### config.mk
export PLATFORM = sky130hd
export DESIGN_NAME = dc_removal_mc
export DESIGN_NICKNAME = d
export VERILOG_FILES = /design/src/rtl/dcr_pkg.sv /design/src/rtl/dcr_chan_update.sv /design/src/rtl/dc_removal_mc.sv
export SDC_FILE = /design/constraint.sdc
export NUM_CORES = 1
export LEC_CHECK = 0
export ABC_AREA = 1
export CAP_MARGIN = 20
export CORE_MARGIN = 4
export CORE_UTILIZATION = 55
export DETAILED_ROUTE_END_ITERATION = 10
export MAX_ROUTING_LAYER = met4
export PLACE_DENSITY = 0.73
export SETUP_SLACK_MARGIN = 0.15
export SLEW_MARGIN = 20
export SYNTH_ARGS = -nofsm -noshare
export SYNTH_HDL_FRONTEND = slang
export SYNTH_SLANG_ARGS = --single-unit
### constraint.sdc
create_clock -name adc_clk -period 8.6 [get_ports adc_clk]
set_input_delay 1.72 -clock adc_clk [delete_from_list [all_inputs] [get_ports adc_clk]]
set_output_delay 1.72 -clock adc_clk [all_outputs]
set_load 0.02 [all_outputs]
### src/rtl/dcr_pkg.sv
// Shared types and width helpers for the multi-channel DC-removal block.
package dcr_pkg;

  typedef enum logic {
    DCR_BLOCK = 1'b0,
    DCR_IIR   = 1'b1
  } dcr_mode_e;

  // The block-average sum and the IIR accumulator share one register per channel,
  // so it is sized for whichever of the two needs more headroom.
  function automatic int sum_w(input int data_w, input int log2_win, input int iir_shift);
    return data_w + ((log2_win > iir_shift) ? log2_win : iir_shift);
  endfunction

  function automatic int ch_w(input int num_ch);
    return (num_ch > 1) ? $clog2(num_ch) : 1;
  endfunction

endpackage

### src/rtl/dcr_chan_update.sv
// Combinational next-state and offset-corrected difference for one channel.
module dcr_chan_update
  import dcr_pkg::*;
#(
  parameter int DATA_WIDTH = 12,
  parameter int LOG2_WIN   = 10,
  parameter int IIR_SHIFT  = 6,
  parameter int SUM_W      = sum_w(DATA_WIDTH, LOG2_WIN, IIR_SHIFT)
) (
  input  dcr_mode_e               mode,
  input  logic [DATA_WIDTH-1:0]   sample,
  input  logic [SUM_W-1:0]        acc,
  input  logic [LOG2_WIN-1:0]     cnt,
  input  logic [DATA_WIDTH-1:0]   avg,
  input  logic                    settled,
  output logic [SUM_W-1:0]        acc_n,
  output logic [LOG2_WIN-1:0]     cnt_n,
  output logic [DATA_WIDTH-1:0]   avg_n,
  output logic                    settled_n,
  output logic signed [DATA_WIDTH:0] diff
);

  localparam logic [LOG2_WIN-1:0] CNT_MAX = '1;

  logic [SUM_W-1:0]      sample_ext;
  logic [SUM_W-1:0]      acc_plus;
  logic [SUM_W-1:0]      est_ext;
  logic [DATA_WIDTH-1:0] est;

  always_comb begin
    sample_ext = SUM_W'(sample);
    acc_plus   = acc + sample_ext;
    est        = DATA_WIDTH'(acc >> IIR_SHIFT);
    est_ext    = SUM_W'(est);
    acc_n      = acc;
    cnt_n      = cnt;
    avg_n      = avg;
    settled_n  = settled;
    diff       = '0;
    if (mode == DCR_BLOCK) begin
      diff = $signed({1'b0, sample}) - $signed({1'b0, avg});
      if (cnt == CNT_MAX) begin
        avg_n     = DATA_WIDTH'(acc_plus >> LOG2_WIN);
        acc_n     = '0;
        cnt_n     = '0;
        settled_n = 1'b1;
      end else begin
        acc_n = acc_plus;
        cnt_n = cnt + LOG2_WIN'(1);
      end
    end else begin
      diff = $signed({1'b0, sample}) - $signed({1'b0, est});
      // acc never exceeds 2^(DATA_WIDTH+IIR_SHIFT), so this cannot wrap.
      acc_n = acc_plus - est_ext;
      if (cnt != CNT_MAX) cnt_n = cnt + LOG2_WIN'(1);
      else                settled_n = 1'b1;
    end
  end

endmodule

### src/rtl/dc_removal_mc.sv
// Multi-channel DC removal (block average or IIR), 2-cycle latency.
// Optional output clamping with saturation flag when DCR_SAT_EN is defined.
module dc_removal_mc
  import dcr_pkg::*;
#(
  parameter int  DATA_WIDTH = 12,
  parameter int  NUM_CH     = 4,
  parameter int  LOG2_WIN   = 10,
  parameter int  IIR_SHIFT  = 6,
  localparam int CH_W       = ch_w(NUM_CH)
) (
  input  logic                  adc_clk,
  input  logic                  rst,
  input  logic                  mode,
  input  logic                  flush,
  input  logic                  in_valid,
  input  logic [CH_W-1:0]       in_ch,
  input  logic [DATA_WIDTH-1:0] in_data,
  output logic                  out_valid,
  output logic [CH_W-1:0]       out_ch,
  output logic [DATA_WIDTH:0]   out_data,
  output logic                  out_settled,
  output logic                  out_sat
);

  localparam int SUM_W = sum_w(DATA_WIDTH, LOG2_WIN, IIR_SHIFT);

  typedef struct packed {
    logic [SUM_W-1:0]      acc;
    logic [LOG2_WIN-1:0]   cnt;
    logic [DATA_WIDTH-1:0] avg;
    logic                  settled;
  } chan_state_t;

  chan_state_t st [NUM_CH];
  chan_state_t cur;
  chan_state_t nxt;

  dcr_mode_e mode_in;
  dcr_mode_e mode_q;
  logic      flush_all;
  logic      ch_ok;
  logic      accept;
  logic [CH_W-1:0] rd_idx;

  logic signed [DATA_WIDTH:0] diff;
  logic                       s1_valid;
  logic [CH_W-1:0]            s1_ch;
  logic signed [DATA_WIDTH:0] s1_diff;
  logic                       s1_settled;
  logic signed [DATA_WIDTH:0] sat_data;

  if (NUM_CH == (1 << CH_W)) begin : g_pow2
    assign ch_ok = 1'b1;
  end else begin : g_npow2
    assign ch_ok = (32'(in_ch) < NUM_CH);
  end

  assign mode_in   = dcr_mode_e'(mode);
  // A change of operating mode invalidates every estimate, same as an explicit flush.
  assign flush_all = flush | (mode_in != mode_q);
  assign accept    = in_valid & ch_ok & ~flush_all;
  assign rd_idx    = ch_ok ? in_ch : '0;
  assign cur       = st[rd_idx];

  dcr_chan_update #(
    .DATA_WIDTH (DATA_WIDTH),
    .LOG2_WIN   (LOG2_WIN),
    .IIR_SHIFT  (IIR_SHIFT),
    .SUM_W      (SUM_W)
  ) u_chan_update (
    .mode      (mode_q),
    .sample    (in_data),
    .acc       (cur.acc),
    .cnt       (cur.cnt),
    .avg       (cur.avg),
    .settled   (cur.settled),
    .acc_n     (nxt.acc),
    .cnt_n     (nxt.cnt),
    .avg_n     (nxt.avg),
    .settled_n (nxt.settled),
    .diff      (diff)
  );

  always_ff @(posedge adc_clk) begin
    mode_q <= mode_in;
    if (rst) begin
      for (int i = 0; i < NUM_CH; i++) st[i] <= '0;
      s1_valid    <= 1'b0;
      s1_ch       <= '0;
      s1_diff     <= '0;
      s1_settled  <= 1'b0;
      out_valid   <= 1'b0;
      out_ch      <= '0;
      out_data    <= '0;
      out_settled <= 1'b0;
    end else begin
      if (flush_all) begin
        for (int i = 0; i < NUM_CH; i++) st[i] <= '0;
      end else if (accept) begin
        st[rd_idx] <= nxt;
      end
      s1_valid    <= accept;
      s1_ch       <= in_ch;
      s1_diff     <= diff;
      s1_settled  <= cur.settled;
      out_valid   <= s1_valid;
      out_ch      <= s1_ch;
      out_data    <= sat_data;
      out_settled <= s1_settled;
    end
  end

`ifdef DCR_SAT_EN
  localparam logic signed [DATA_WIDTH:0] SAT_HI = $signed({2'b00, {(DATA_WIDTH-1){1'b1}}});
  localparam logic signed [DATA_WIDTH:0] SAT_LO = $signed({2'b11, {(DATA_WIDTH-1){1'b0}}});

  logic sat_flag;

  always_comb begin
    sat_data = s1_diff;
    sat_flag = 1'b0;
    if (s1_diff > SAT_HI) begin
      sat_data = SAT_HI;
      sat_flag = 1'b1;
    end else if (s1_diff < SAT_LO) begin
      sat_data = SAT_LO;
      sat_flag = 1'b1;
    end
  end

  always_ff @(posedge adc_clk) begin
    if (rst) out_sat <= 1'b0;
    else     out_sat <= sat_flag & s1_valid;
  end
`else
  assign sat_data = s1_diff;
  assign out_sat  = 1'b0;
`endif

endmodule

==> flow_summary.ini, run 1 <==
[outcome]
run_status = finished clean

[synthesis]
synth.yosys.seq_area_share_pct = 53.0
syn_inst = 1294
post_synth_num_cell_types = 51
postSynthAreaPerCell_um2 = 8.91
netlist.top_cell.by_area = sky130_fd_sc_hd__edfxtp_1
async_flop_share_pct = 0
synth_edf_count = 180
yosys_register_bits = 215
ys_dominant_reg_cell = sky130_fd_sc_hd__edfxtp_1
yosysWarnings = 0
synth.top_cells.by_area = sky130_fd_sc_hd__edfxtp_1, sky130_fd_sc_hd__nand2_1, sky130_fd_sc_hd__nor2_1, sky130_fd_sc_hd__dfxtp_1, sky130_fd_sc_hd__ha_1
syn-num-nets = 1354
synth_largest_type_area_fraction_pct = 46.9
post_synthesis_instance_area_mm2 = 0.0115

[clocking]
clk_pin_slew_worst_paths_ps = 60
cts_htree_levels = 1
cts.repair.resized = 0
cts_made_buffers = 23
cts_hold_repair.buffers = 0
insertion_delay_of_the_later_clocked_pin_in_the_worst_skew_pair_ps = 520
cts.sink_count = 215
ctsLongestPathBuffers = 3
clock_tree.root_cell = sky130_fd_sc_hd__clkbuf_16
tritoncts = yes
cts.repair_timing.setup_buffer_count = 0

[floorplan]
design.die.area_mm2 = 0.0233
start_util_pct = 56.4
placement_rows = 52
top_level_ports = 37
design.core.area_mm2 = 0.0204
die_y_um = 153
chipWidth_um = 153

[finish]
num_antenna_cells = 0
syn_to_final_growth_pct = 11.5
num-nets-final = 1384
mostFrequentLayoutCells = sky130_fd_sc_hd__nand2_1, sky130_fd_sc_hd__nor2_1, sky130_fd_sc_hd__edfxtp_1
drive_above_1_share_pct = 7.76
layout.cells.most_common = sky130_fd_sc_hd__nand2_1

[pwr]
power_per_cell_area_mw_per_mm2 = 207
share_comb_of_total_power_pct = 17.7
vdd.ir_drop.worst_mv = 0.142
netSwitchingFraction_pct = 27.7
share_seq_of_total_power_pct = 45.0
cellInternalPower_mw = 1.92
power.clock.fraction_pct = 37.3
p_sw_mw = 0.735
static_leakage_power_nw = 5.62

[setup_path]
worstSetupPathType = in -> reg
r2r_cells = 20
timing.rr.end = st[0][37]
crit_path_end_kind = register
path_max_fanout = 24
worst_r2r_startpoint = st[0][32]
maximum_cell_stage_delay_along_the_critical_path_ps = 830
critical_path_required_ps = 8870
critPathMostFrequentCell = sky130_fd_sc_hd__nand2_1
crit_arrival_ps = 7430
cp_cell_sequence = clkdlybuf4s50_1 -> nand2_1 -> clkinv_1 -> a221oi_1 -> inv_1 -> ha_1 -> nand2_1 -> nor2_1 -> nand2_1 -> nand3_1 -> xor2_1 -> ha_1 -> nand2_1 -> inv_1 -> a221oi_1 -> nand2_1 -> nor3_1 -> nand3_1 -> nand3_1 -> o21ai_0 -> and2_1
slowest_library_cell_on_the_worst_path = sky130_fd_sc_hd__clkdlybuf4s50_1
ff2ff_setup_slack_ps = 4330
startpoint_type = input pin

[drt]
drt_wl_total_um = 30500
top_layer_used = met4
ant_nets = 0
route.layer.met1.wl_um = 13000
total_number_of_vias = 9185
route.detailed.wl_per_inst_um = 18.9
first_pass_iters = 5
drt_drc = 0
post_drt_via_cell_ratio = 5.70
drtIter0Drc = 937
met3_wirelength_um = 2120
met2_length_um = 14200

[global_routing]
grtUsageTotal_pct = 26.5
first_global_vias = 8923
globalRoute.totalOverflow = 0
pin_count_of_the_biggest_net_entering_global_routing = 46
grt_antenna_before_repair = 0
grt_pass1_wl_um = 48000

[sta]
final.min_clock_period_ps = 7160
timing.clock.skew_ps = 17.0
worst_slew_margin_rel_pct = 38.7
timing_worst_slew_pin_value_ps = 913
timing.setup.tns_ps = 0
fin_crit_sh_pct = 83.3
max_freq_mhz = 140
slew_viol_final = 0
final_critical_path_setup_slack_ps = 1440
rsz_0062_raised_after_global_routing = false
hold_violations = 0
final-setup-viol-count = 0

[placement]
placement.io_buffers = 35
place.detailed.hpwl_um = 19800
placement.setup.worst_slack_ps = 993
final_weighted_congestion_in_routability_driven_placement = 0.917

[min_path]
worst_hold_path.num_cells = 2
worst_hold_startpoint = s1_diff[7]
worstHoldPathType = reg -> reg
min_delay_worst_endpoint = out_data[7]

[run]
max_cap_violations = 0
-- worst max path at each step --
stage	start	end	slack (ps)
final	in_ch[0]	st[0][37]	1440
after global routing	in_ch[0]	st[0][37]	910
after CTS	in_ch[0]	st[0][37]	1470
after detailed placement	in_ch[0]	st[0][37]	990
after global placement	in_ch[0]	st[0][37]	1250
after floorplan	in_ch[0]	st[0][37]	2880
-- layout make-up --
type	count	area, um2
Fill cell	1738	7580
Inverter	134	508
Timing Repair Buffer	50	463
Tap cell	270	338
Sequential cell	215	6110
Multi-Input combinational cell	900	4690
Clock inverter	14	146
Clock buffer	28	604
-- kinds of logic (layout without fill, tap and decap cells) --
group           count (synthesis)  in the layout  synth area share [%]
compound gates                201            201                  11.2
xor+xnor                       19             19                  1.44
fa+ha+maj                      41             41                  4.64
buf+inv                       179            226                  6.51
flops                         215            215                  53.0
other cells                     1              1                0.0325
simple gates                  638            638                  23.2
-- power by group through the flow --
stage / Clock (mW) / Sequential [mW] / Combinational (mW)
floorplan: 0 / 1.22 / 0.325
global placement: 0 / 1.22 / 0.457
detailed placement: 0 / 1.22 / 0.461
CTS: 1.00 / 1.20 / 0.465
global route: 1.04 / 1.20 / 0.524
finish: 0.991 / 1.20 / 0.470
-- metal layers --
metal,GRT usage [%],vias up
met1,35.1,4342
met2,42.4,372
met4,9.29,0
met5,-,-
met3,3.27,77
li1,-,4394
-- state kept, by name, summed over array words and instances, names as in the netlist --
name / cells
st: 180
out_settled: 1
mode_q: 1
out_data: 13
s1_settled: 1
s1_valid: 1
out_valid: 1
s1_ch: 2
s1_diff: 13
out_ch: 2
-- cells in the mapped netlist, types with 4 or more instances --
| master | count |
|---|---|
| sky130_fd_sc_hd__nand2_1 | 327 |
| sky130_fd_sc_hd__nor2_1 | 197 |
| sky130_fd_sc_hd__edfxtp_1 | 180 |
| sky130_fd_sc_hd__inv_1 | 125 |
| sky130_fd_sc_hd__a21oi_1 | 64 |
| sky130_fd_sc_hd__nand3_1 | 47 |
| sky130_fd_sc_hd__o21ai_0 | 46 |
| sky130_fd_sc_hd__ha_1 | 38 |
| sky130_fd_sc_hd__dfxtp_1 | 35 |
| sky130_fd_sc_hd__a22oi_1 | 33 |
| sky130_fd_sc_hd__and2_1 | 22 |
| sky130_fd_sc_hd__clkbuf_1 | 17 |
| sky130_fd_sc_hd__a221oi_1 | 13 |
| sky130_fd_sc_hd__o21ai_2 | 12 |
| sky130_fd_sc_hd__a22o_1 | 11 |
| sky130_fd_sc_hd__buf_2 | 11 |
| sky130_fd_sc_hd__xor2_1 | 11 |
| sky130_fd_sc_hd__nor3_1 | 10 |
| sky130_fd_sc_hd__buf_1 | 8 |
| sky130_fd_sc_hd__nor2_2 | 8 |
| sky130_fd_sc_hd__xnor2_1 | 8 |
| sky130_fd_sc_hd__buf_6 | 7 |
| sky130_fd_sc_hd__inv_2 | 7 |
| sky130_fd_sc_hd__nand2_2 | 7 |
| sky130_fd_sc_hd__nand4_1 | 6 |
| sky130_fd_sc_hd__o21a_1 | 4 |
-- stage by stage --
step	cell area (um2)	instances	util (%)	power, mW	hold WS, ps
floorplan	11500	1294	-	1.55	388
global placement	12100	1569	59.2	1.67	388
detailed placement	12100	1569	59.2	1.68	394
CTS	12900	1611	62.9	2.66	401
global route	12900	1611	62.9	2.76	418
finish	12900	1611	62.9	2.66	401
-- critical path, delay by kind of cell --
family,cells,cell delay (ps)
simple gates,11,1780
buf+inv,4,1760
compound gates,3,1070
fa+ha+maj,2,730
xor+xnor,1,360
(Power assumes the default switching activity.)
==> run 2: changes to the inputs <==
--- a/config.mk
+++ b/config.mk
@@ -11,7 +11,7 @@
 export CORE_UTILIZATION = 55
 export DETAILED_ROUTE_END_ITERATION = 10
 export MAX_ROUTING_LAYER = met4
-export PLACE_DENSITY = 0.73
+export PLACE_DENSITY = 0.75
 export SETUP_SLACK_MARGIN = 0.15
 export SLEW_MARGIN = 20
 export SYNTH_ARGS = -nofsm -noshare
==> constraint.sdc (replaced) <==
create_clock -name adc_clk -period 5.8 [get_ports adc_clk]
set_input_delay 1.16 -clock adc_clk [delete_from_list [all_inputs] [get_ports adc_clk]]
set_output_delay 1.16 -clock adc_clk [all_outputs]
set_load 0.02 [all_outputs]
==> flow_summary.ini, run 2 (synthesized netlist as in run 1, its figures left out) <==
[outcome]
run_status = finished clean

[drt]
total_number_of_vias = 9185
met2_length_um = 14300
drt_wl_total_um = 30400
route.layer.met1.wl_um = 12700
ant_nets = 0
post_drt_via_cell_ratio = 5.63
drtIter0Drc = 865
met3_wirelength_um = 2450
drt_drc = 0
route.detailed.wl_per_inst_um = 18.6
first_pass_iters = 8
top_layer_used = met4

[finish]
final-instance-count-excl-fill = 1631
final_area_mm2 = 0.0130
registers.top_by_ff_count = st
n_fill_cell = 1713
drive_above_1_share_pct = 9.04
fin_util_pct = 63.7
syn_to_final_growth_pct = 12.8
reg_top3 = st: 180 flops, out_data: 13 flops, s1_diff: 13 flops
layout.cells.most_common = sky130_fd_sc_hd__nand2_1
largest_register_ff_count = 180
mostFrequentLayoutCells = sky130_fd_sc_hd__nand2_1, sky130_fd_sc_hd__nor2_1, sky130_fd_sc_hd__edfxtp_1
num-nets-final = 1406

[clocking]
insertion_delay_of_the_later_clocked_pin_in_the_worst_skew_pair_ps = 520
cts_hold_repair.buffers = 0
clk_pin_slew_worst_paths_ps = 60
cts.sink_count = 215
cts_htree_levels = 1
ctsLongestPathBuffers = 3
tritoncts = yes
cts_made_buffers = 23
clock_tree.root_cell = sky130_fd_sc_hd__clkbuf_16

[global_routing]
grtUsageTotal_pct = 26.1
first_global_vias = 8862
grt_pass1_wl_um = 47100
globalRoute.totalOverflow = 0
grt_antenna_before_repair = 1
pin_count_of_the_biggest_net_entering_global_routing = 38

[sta]
hold_violations = 0
final.min_clock_period_ps = 5350
timing.hold.ws_ps = 397
final_critical_path_setup_slack_ps = 446
rsz_0062_raised_after_global_routing = true
timing.clock.skew_ps = 9.78
max_freq_mhz = 187
worst_slew_margin_rel_pct = 51.0
timing.setup.tns_ps = 0
fin_crit_sh_pct = 92.3
final-setup-viol-count = 0
timing_worst_slew_pin_value_ps = 732
slew_viol_final = 0

[placement]
placement.setup.worst_slack_ps = 12.3
placed_cell_area_mm2 = 0.0123
final_weighted_congestion_in_routability_driven_placement = 0.968
place.detailed.hpwl_um = 20000
post-place-cells = 1588
placement.io_buffers = 35

[floorplan]
top_level_ports = 37
placement_rows = 52
start_util_pct = 56.4
design.die.area_mm2 = 0.0233
die_y_um = 153
chipWidth_um = 153
design.core.area_mm2 = 0.0204

[setup_path]
crit_arrival_ps = 5590
path_max_fanout = 5
startpoint_type = input pin
critical_path_required_ps = 6040
crit_path_end_kind = register
worstSetupPathType = in -> reg

[run]
max_cap_violations = 0

[pwr]
vdd.ir_drop.worst_mv = 0.186
p_total_mw = 3.83
static_leakage_power_nw = 5.72
power_per_cell_area_mw_per_mm2 = 294

[min_path]
worstHoldPathType = reg -> reg
-- run 2: layout make-up --
| class | instances | area, um2 | area share [%] |
|---|---|---|---|
| clock buffer | 26 | 587 | 4.51 |
| multi-input combinational | 900 | 4690 | 36.0 |
| timing repair buffer | 72 | 691 | 5.31 |
| inverter | 134 | 508 | 3.91 |
| antenna | 1 | 2.50 | 0.0192 |
| tap | 270 | 338 | 2.60 |
| clock inverter | 13 | 88.8 | 0.683 |
| sequential | 215 | 6110 | 46.9 |
-- run 2: repair_timing --
item | in CTS | in global routing
gates resized for setup | 0 | 0
setup endpoints to repair | 0 | 4
setup buffers | 0 | 3
-- run 2: metal layers --
metal	up-vias	track usage (%)
li1	4442	-
met1	4323	33.3
met2	361	42.8
met3	59	4.37
met4	0	8.49
met5	-	-
-- run 2: worst paths after layout --
| check | from | to | slack [ps] | depth (start not counted) |
|---|---|---|---|---|
| max reg2reg | st[0][32] | st[3][41] | 1680 | 22 |
| min | s1_diff[5] | out_data[5] | 400 | 2 |
| min reg2reg | s1_diff[5] | out_data[5] | 400 | 2 |
| max | in_ch[0] | st[3][41] | 450 | 23 |
-- run 2: power breakdown --
group	switching, mW	internal [mW]	total [mW]
Sequential	0.0234	1.75	1.78
Combinational	0.486	0.246	0.732
Clock	0.588	0.732	1.32
-- run 2: critical path: stages --
cell and delay [ps]:
sky130_fd_sc_hd__clkdlybuf4s50_1 540, sky130_fd_sc_hd__buf_4 220, sky130_fd_sc_hd__nor2_2 220, sky130_fd_sc_hd__buf_4 200
sky130_fd_sc_hd__a22oi_1 80, sky130_fd_sc_hd__and2_1 200, sky130_fd_sc_hd__fa_1 430, sky130_fd_sc_hd__nand3b_1 210
sky130_fd_sc_hd__nor2_1 140, sky130_fd_sc_hd__nand2_1 60, sky130_fd_sc_hd__nand3_1 150, sky130_fd_sc_hd__xor2_1 240
sky130_fd_sc_hd__ha_1 310, sky130_fd_sc_hd__nand2_1 100, sky130_fd_sc_hd__inv_1 40, sky130_fd_sc_hd__a221oi_1 270
sky130_fd_sc_hd__nand2_1 140, sky130_fd_sc_hd__nor2_1 110, sky130_fd_sc_hd__nand3_1 100, sky130_fd_sc_hd__nor2_2 260
sky130_fd_sc_hd__nand2_1 140, sky130_fd_sc_hd__o21ai_2 200, sky130_fd_sc_hd__nor2_1 70
